==> config.mk <==
export PLATFORM = sky130hd
export DESIGN_NAME = div_unit_flat
export DESIGN_NICKNAME = d
export VERILOG_FILES = /design/src/rtl/mips_defs.sv /design/src/rtl/div_unit_if.sv /design/src/rtl/div_step.sv /design/src/rtl/div_unit.sv /design/src/flat_wrapper.sv
export SDC_FILE = /design/constraint.sdc
export NUM_CORES = 1
export LEC_CHECK = 0
export ABC_AREA = 1
export ABC_CLOCK_PERIOD_IN_PS = 7500
export CORE_UTILIZATION = 40
export DETAILED_ROUTE_END_ITERATION = 10
export HOLD_SLACK_MARGIN = 0.08
export PLACE_DENSITY_LB_ADDON = 0.05
export SETUP_SLACK_MARGIN = 0.15
export SLEW_MARGIN = 20
export SYNTH_ARGS = -nofsm -noshare
export SYNTH_HDL_FRONTEND = slang
export SYNTH_SLANG_ARGS = --single-unit
==> constraint.sdc <==
create_clock -name clk -period 7.5 [get_ports clk]
set_input_delay 1.5 -clock clk [delete_from_list [all_inputs] [get_ports clk]]
set_output_delay 1.5 -clock clk [all_outputs]
set_load 0.02 [all_outputs]
==> src/rtl/mips_defs.sv <==
// Shared definitions for the iterative divider: FSM encoding and cycle count.
package mips_defs;

  localparam int DIV_CYCLES = 32;

  typedef enum logic [1:0] {
    IDLE = 2'd0,
    CALC = 2'd1,
    DONE = 2'd2
  } divState_t;

endpackage

==> src/rtl/div_unit_if.sv <==
// Issue/result bundle between the E stage and the divider.
interface div_unit_if
  import mips_defs::*;
#(
  parameter int WIDTH = DIV_CYCLES
);

  logic             startE;
  logic             signedE;
  logic [WIDTH-1:0] srcaE;
  logic [WIDTH-1:0] srcbE;
  logic             flushE;
  logic             stall_req;
  logic             done;
  logic [WIDTH-1:0] quotient;
  logic [WIDTH-1:0] remainder;

  modport master (
    output startE, signedE, srcaE, srcbE, flushE,
    input  stall_req, done, quotient, remainder
  );

  modport slave (
    input  startE, signedE, srcaE, srcbE, flushE,
    output stall_req, done, quotient, remainder
  );

endinterface

==> src/rtl/div_step.sv <==
// One radix-2 restoring step: trial-subtract the divisor from the shifted remainder.
module div_step #(
  parameter int WIDTH = 32
) (
  input  logic [WIDTH:0]   partRem,
  input  logic [WIDTH-1:0] divisor,
  output logic [WIDTH-1:0] nextRem,
  output logic             qBit
);

  logic [WIDTH-1:0] diff;

  // After a successful subtract the result is below the divisor, so the low WIDTH bits suffice.
  assign qBit    = (partRem >= {1'b0, divisor});
  assign diff    = partRem[WIDTH-1:0] - divisor;
  assign nextRem = qBit ? diff : partRem[WIDTH-1:0];

endmodule

==> src/rtl/div_unit.sv <==
// Multi-cycle DIV/DIVU unit: magnitude restoring division, sign fix-up on completion.
module div_unit
  import mips_defs::*;
#(
  parameter int WIDTH = DIV_CYCLES
) (
  input  logic     clk,
  input  logic     reset,
  div_unit_if.slave bus
);

  localparam int CNT_W = $clog2(WIDTH);
  localparam logic [CNT_W-1:0] LAST_STEP = CNT_W'(WIDTH - 1);

  divState_t        state, nextState;
  logic [CNT_W-1:0] count;
  logic [WIDTH-1:0] partRem, quoShift, divisorMag;
  logic [WIDTH-1:0] quotReg, remReg;
  logic             signA, signB, isSigned;

  logic             accept, lastStep, qBit, divZero, negQ, negR;
  logic [WIDTH-1:0] magA, magB, stepRem, quoMag;
  logic [WIDTH:0]   shiftedRem;

  assign accept   = (state == IDLE) && bus.startE && !bus.flushE;
  assign lastStep = (state == CALC) && (count == LAST_STEP);

  assign magA = (bus.signedE && bus.srcaE[WIDTH-1]) ? -bus.srcaE : bus.srcaE;
  assign magB = (bus.signedE && bus.srcbE[WIDTH-1]) ? -bus.srcbE : bus.srcbE;

  // Dividend bits are shifted out of quoShift while quotient bits shift in behind them.
  assign shiftedRem = {partRem, quoShift[WIDTH-1]};
  assign quoMag     = {quoShift[WIDTH-2:0], qBit};

  div_step #(.WIDTH(WIDTH)) u_step (
    .partRem (shiftedRem),
    .divisor (divisorMag),
    .nextRem (stepRem),
    .qBit    (qBit)
  );

  // Divide-by-zero keeps the all-ones quotient; negating the remainder magnitude restores the dividend.
  assign divZero = (divisorMag == '0);
  assign negQ    = isSigned && (signA ^ signB) && !divZero;
  assign negR    = isSigned && signA;

  // NOTE: sequential state uses non-blocking assignments so every flop samples pre-edge values.
  always_ff @(posedge clk or posedge reset) begin
    if (reset) state <= IDLE;
    else       state <= nextState;
  end

  // NOTE: every always_comb output gets a default first so no path can infer a latch.
  always_comb begin
    nextState = state;
    case (state)
      IDLE:    if (accept) nextState = CALC;
      CALC:    if (count == LAST_STEP) nextState = DONE;
      DONE:    nextState = IDLE;
      default: nextState = IDLE;
    endcase
    if (bus.flushE) nextState = IDLE;
  end

  always_comb begin
    bus.stall_req = 1'b0;
    bus.done      = 1'b0;
    if (!reset) begin
      bus.stall_req = accept || (state == CALC);
      bus.done      = (state == DONE) && !bus.flushE;
    end
  end

  always_ff @(posedge clk or posedge reset) begin
    if (reset) begin
      count      <= '0;
      partRem    <= '0;
      quoShift   <= '0;
      divisorMag <= '0;
      signA      <= 1'b0;
      signB      <= 1'b0;
      isSigned   <= 1'b0;
      quotReg    <= '0;
      remReg     <= '0;
    end else if (accept) begin
      count      <= '0;
      partRem    <= '0;
      quoShift   <= magA;
      divisorMag <= magB;
      signA      <= bus.srcaE[WIDTH-1];
      signB      <= bus.srcbE[WIDTH-1];
      isSigned   <= bus.signedE;
    end else if ((state == CALC) && !bus.flushE) begin
      count    <= count + CNT_W'(1);
      partRem  <= stepRem;
      quoShift <= quoMag;
      if (lastStep) begin
        quotReg <= negQ ? -quoMag : quoMag;
        remReg  <= negR ? -stepRem : stepRem;
      end
    end
  end

  assign bus.quotient  = quotReg;
  assign bus.remainder = remReg;

endmodule

==> src/flat_wrapper.sv <==
// flat-port wrapper written by rule: the top's interface ports become plain ports
module div_unit_flat import mips_defs::*;
#(
  parameter int WIDTH = DIV_CYCLES
)
  (clk, reset, bus_startE, bus_signedE, bus_srcaE, bus_srcbE, bus_flushE, bus_stall_req, bus_done, bus_quotient, bus_remainder);
  div_unit_if #(.WIDTH(WIDTH)) bus_i ();
  input  logic clk;
  input  logic reset;
  input wire logic [$bits(bus_i.startE)-1:0] bus_startE;
  input wire logic [$bits(bus_i.signedE)-1:0] bus_signedE;
  input wire logic [$bits(bus_i.srcaE)-1:0] bus_srcaE;
  input wire logic [$bits(bus_i.srcbE)-1:0] bus_srcbE;
  input wire logic [$bits(bus_i.flushE)-1:0] bus_flushE;
  output wire logic [$bits(bus_i.stall_req)-1:0] bus_stall_req;
  output wire logic [$bits(bus_i.done)-1:0] bus_done;
  output wire logic [$bits(bus_i.quotient)-1:0] bus_quotient;
  output wire logic [$bits(bus_i.remainder)-1:0] bus_remainder;
  assign bus_i.startE = bus_startE;
  assign bus_i.signedE = bus_signedE;
  assign bus_i.srcaE = bus_srcaE;
  assign bus_i.srcbE = bus_srcbE;
  assign bus_i.flushE = bus_flushE;
  assign bus_stall_req = bus_i.stall_req;
  assign bus_done = bus_i.done;
  assign bus_quotient = bus_i.quotient;
  assign bus_remainder = bus_i.remainder;
  div_unit #(.WIDTH(WIDTH)) u_core (.clk(clk), .reset(reset), .bus(bus_i));
endmodule
== After elaboration in Yosys (flattened, before gate mapping) ==
Index checks and enable logic that the tools add are counted.
Widths: inputs -> output; s select.

* Logic and storage cells: 59
* Register bits after elaboration: 170
* Input bits: 69
* Output and inout bits: 66

* Bitwise operators: 2
* Reductions and logical operators: 18
* Muxes and demuxes: 17
* Add/sub/neg operators: 6
* Equality and inequality tests: 5
* Magnitude comparators: 1

{| class="wikitable"
|+ Operator list
! cell !! number
|-
| $mux 32 || 9
|-
| $neg 32->32 || 4
|-
| $ge 33x32->1 || 1
|-
| $logic_not 32->1 || 1
|-
| $sub 32x32->32 || 1
|-
| $logic_and 1x1->1 || 10
|-
| $mux 5 || 2
|-
| $mux 2 || 3
|-
| $ne 3x2->1 const B || 2
|-
| $add 5x1->5 const B || 1
|-
| $eq 5x5->1 const B || 1
|-
| $pmux 2 s2 || 1
|-
| $reduce_and 3->1 || 1
|-
| $eq 2x1->1 const B || 1
|-
| $eq 2x2->1 const B || 1
|-
| $logic_not 1->1 || 2
|-
| $logic_not 2->1 || 1
|-
| $mux 1 || 2
|-
| $reduce_and 2->1 || 1
|-
| $reduce_bool 2->1 || 1
|-
| $logic_or 1x1->1 || 1
|-
| $not 1->1 || 1
|-
| $xor 1x1->1 || 1
|}

== Depth between registers and ports, before layout ==
* Depth after elaboration: 6
* Gate-level depth with buffers: 28
* Depth with buffers taken out: 27

== Modules after synthesis ==
A second synthesis with hierarchy kept.

* Cell total of the unflattened synthesis: 2,131
* Area, all modules: 13,620.6 um^2

{| class="wikitable"
|+ Modules (own cells, without submodules)
! module !! cells an instance !! seq. area each (um^2) !! instances !! area an instance (um^2)
|-
| div_unit || 1,481 || 4,254.1 || 1 || 10,431.3
|-
| div_step || 650 || 0.0 || 1 || 3,189.3
|}

== Least setup slack after synthesis ==
Ideal clock, no wire load.

* Kind: input to output
* Start: input bus_flushE
* End: output bus_stall_req
* Setup slack: 3.546 ns
* Required time: 6.000 ns
* Arrival time: 2.454 ns
* Path buffers: 2
* Cell stages on the path: 5
* Cell sequence: nor2_1 -> nand3_1 -> clkbuf_1 -> buf_1 -> a21oi_1

* Word-level cells in the longest chain between the ends: 4

{| class="wikitable"
|+ Ends and longest elaborated chain
! what !! line !! RTL
|-
| start, declared || flat_wrapper.sv:14 || <nowiki>input wire logic [$bits(bus_i.flushE)-1:0] bus_flushE;</nowiki>
|-
| $logic_not 1->1 || div_unit.sv:25 || <nowiki>assign accept = (state == IDLE) && bus.startE && !bus.flushE;</nowiki>
|-
| $logic_and 1x1->1 || div_unit.sv:25 ||
|-
| $logic_or 1x1->1 || div_unit.sv:69 || <nowiki>bus.stall_req = accept || (state == CALC);</nowiki>
|-
| $mux 1 || div_unit.sv:68 || <nowiki>if (!reset) begin</nowiki>
|-
| end, declared || flat_wrapper.sv:15 || <nowiki>output wire logic [$bits(bus_i.stall_req)-1:0] bus_stall_req;</nowiki>
|}

Every way passes these cells.

== Worst setup path after layout ==
Same ends and word-level chain as after synthesis.

==> results.py <==
metrics = {
    "worst_setup_path": {
        "reg2reg_slack_ps": 2780,
        "crit_path_cell_trace": "clkdlybuf4s50_1 -> nor2_1 -> nand3_2 -> buf_4 -> a21oi_1 -> clkdlybuf4s50_1",
        "r2r-start": "u_core.divisorMag[30]$_DFFE_PP0P_",
        "crit_arrival_ps": 3460,
        "crit_required_ps": 6000,
        "critPathMostFrequentCell": "clkdlybuf4s50_1",
        "setup.worst_path.start_class": "input port",
        "critPathSlowestCell": "buf_4",
        "critPathKind": "in -> out",
        "reg2regPathDepth": 25,
        "cp_max_fo": 85,
        "crit_path_end_kind": "output port",
        "startpoint": "bus_flushE",
        "critical_path.endpoint": "bus_stall_req",
        "worst_r2r_endpoint": "u_core.bus.quotient[30]$_DFFE_PP0P_",
        "max_stage_delay_ps": 620,
    },
    "timing": {
        "period_share_pct": 66.1,
        "tightest_slew_ps": 947,
        "clock.fmax_mhz": 202,
        "setup_violations": 0,
        "rsz0062_at_grt": "no",
        "slew_violations": 0,
        "final_hold_viol_count": 0,
        "max-slew-margin-rel_pct": 36.5,
        "period_needed_ps": 4960,
        "setup_ws_ps": 2540,
        "fin_setup_tns_ps": 0,
        "finClkSkew_ps": 15.9,
    },
    "logic_synthesis": {
        "synth_seq_cells": 170,
        "yosys.area.top_type": "dfrtp_1",
        "ys_warn_count": 0,
        "synthesis.area_um2": 13100,
        "ys_top_cells_by_area": "dfrtp_1 32%, nand2_1 19%, inv_1 7.6%",
        "ys.flop_type": "dfrtp_1",
        "async_reset_ff_share_pct": 100,
        "synth_area_per_cell_um2": 6.53,
        "ys_seq_area_share_pct": 32.4,
        "synth_top_area_share_pct": 32.4,
        "ys_types": 48,
        "syn_inst": 2010,
        "yosys-top-cells-count": "680 x nand2_1, 265 x inv_1, 190 x nand3_1, 170 x dfrtp_1, 153 x nor2_1",
        "synth_most_common_cell": "nand2_1",
        "synth_nets": 2118,
        "synth_edf_count": 0,
    },
    "power": {
        "ir_worst_vdd_mv": 0.251,
        "p_per_area_nw_per_um2": 403,
        "power.leakage_nw": 7.78,
        "totalPowerFinal_mw": 6.20,
    },
    "hold_path": {
        "hold_class": "reg -> reg",
    },
    "global_routing": {
        "antenna_found_initial": 0,
        "grt_pass1_wl_mm": 68.4,
        "grt_use_total_pct": 26.5,
        "grt_max_degree": 86,
        "grt_overflow_total": 0,
        "grt_pass1_vias": 12700,
    },
    "clock_network": {
        "cts_resized": 0,
        "cts_buffer_depth": 2,
        "cts_sinks": 170,
        "cts-root-buf": "clkbuf_16",
        "insertion_delay_ps": 450,
        "cts_setup_buffers": 0,
        "cts_tree": "built",
        "cts-htree-levels": 4,
        "numCtsBuffers": 17,
        "postCtsHoldBufs": 0,
        "clkTransAtPathRegs_ps": 70,
    },
    "placed_design": {
        "place.detailed.hpwl_mm": 34.1,
        "pre_cts_ws_ps": 2530,
        "gp_congestion": 0.935,
        "port_buffers": 134,
    },
    "floorplanning": {
        "start_util_pct": 41.1,
        "fp.coreArea_um2": 31900,
        "die_w_um": 183,
        "rows": 65,
        "dieArea_um2": 33500,
        "io_pins": 135,
        "die_y_um": 183,
    },
    "drt": {
        "wl_met1_mm": 19.8,
        "drt_iter0_markers": 939,
        "wl_mm": 43.2,
        "wl_met3_mm": 1.67,
        "drt-vias-per-instance": 5.12,
        "met2WireLength_mm": 20.9,
        "antenna_left": 0,
        "vias": 13100,
        "avgRoutedWirePerCell_um": 16.9,
        "top_layer": "met4",
        "route.detailed.drc": 0,
        "firstDrtPassIters": 5,
    },
    "finish": {
        "final_nets": 2221,
        "post_route_cells_drive_above_1_share_pct": 6.16,
        "finish.utilization_pct": 48.2,
        "synthToLayoutAreaGrowth_pct": 17.3,
        "antenna_cells": 0,
        "nFillCells": 3335,
    },
    "run_status": {
        "status": "complete, no violations",
    },
    "run": {
        "max_cap_viol_count": 0,
    },
}
==> metal layers <==
| layer | track usage [%] | vias up |
|---|---|---|
| li1 | - | 6606 |
| met1 | 35.1 | 6124 |
| met2 | 45.5 | 325 |
| met3 | 3.16 | 44 |
| met4 | 7.47 | 0 |
| met5 | 0 | - |
==> critical path: cells and delay by family <==
kind / cells / cell delay (ps)
AO/OA/AOI/OAI: 1 / 130
buffers and inverters: 3 / 1710
AND/OR/NAND/NOR: 2 / 110
==> placed cells by master, fill, tap and decap left out, types with 8 or more instances in the layout <==
master and n:
xor2_1 64, inv_1 264, dfrtp_1 170, o22ai_1 11, nor4_1 11, xnor2_1 8
a21oi_1 44, nor2_2 19, nand3_1 189, ha_1 38, nor2_1 151, nor3_1 19
nand2_1 679, o21ai_0 116, clkbuf_16 17, nand4_1 19, clkdlybuf4s50_1 134, nand2_2 32
buf_4 11, o221ai_1 20, o211ai_1 13
==> sequential cells by signal, indices dropped and copies added (netlist names) <==
register / cells
u_core.partRem: 32
u_core.count: 5
u_core.divisorMag: 32
u_core.bus.remainder: 32
u_core.state: 2
u_core.bus.quotient: 32
u_core.signA: 1
u_core.signB: 1
u_core.quoShift: 32
u_core.isSigned: 1
==> cells by family (layout without fill, tap and decap cells) <==
family	Yosys count	in the layout	share of synthesized area, %
and+or+nand+nor	1162	1162	38.7
AOI/OAI and AO/OA	230	230	10.2
xor gates and xnor gates	72	72	4.81
DFF	170	170	32.4
adders and majority gates	39	39	3.78
buffers and inverters	337	452	10.1
==> metrics by stage <==
| stage | std cells | area (um2) | hold slack [ps] |
|---|---|---|---|
| 2_1_floorplan | 2010 | 13100 | 434 |
| 3_3_place_gp | 2529 | 14800 | 452 |
| 3_5_place_dp | 2529 | 14800 | 457 |
| 4_1_cts | 2560 | 15400 | 467 |
| 5_1_grt | 2560 | 15400 | 494 |
| 6_report | 2560 | 15400 | 465 |
==> final cells by class <==
cell class                 count  area (um2)  share of cell area, %
sequential                   170        4250                   27.7
inverter                     276        1040                   6.78
multi-input combinational   1503        7550                   49.1
timing repair buffer         145        1420                   9.26
clock buffer                  18         429                   2.79
clock inverter                13         135                  0.879
tap                          435         544                   3.54
==> worst min path at each step <==
stage / start / to / slack, ps / depth (start not counted)
after floorplan: u_core.count[3]$_DFFE_PP0P_ / u_core.count[3]$_DFFE_PP0P_ / 430 / 1
after global placement: u_core.count[3]$_DFFE_PP0P_ / u_core.count[3]$_DFFE_PP0P_ / 450 / 1
after detailed placement: u_core.count[3]$_DFFE_PP0P_ / u_core.count[3]$_DFFE_PP0P_ / 460 / 1
after CTS: u_core.count[3]$_DFFE_PP0P_ / u_core.count[3]$_DFFE_PP0P_ / 470 / 1
after global routing: u_core.bus.quotient[12]$_DFFE_PP0P_ / u_core.bus.quotient[12]$_DFFE_PP0P_ / 490 / 2
final: u_core.count[3]$_DFFE_PP0P_ / u_core.count[3]$_DFFE_PP0P_ / 470 / 1
==> where the power goes <==
part	switching [mW]	internal [mW]
sequential	0.207	1.08
clock	0.406	0.465
combinational	2.85	1.19
total	3.47	2.73
No activity file was read; power rests on OpenSTA's default activity.
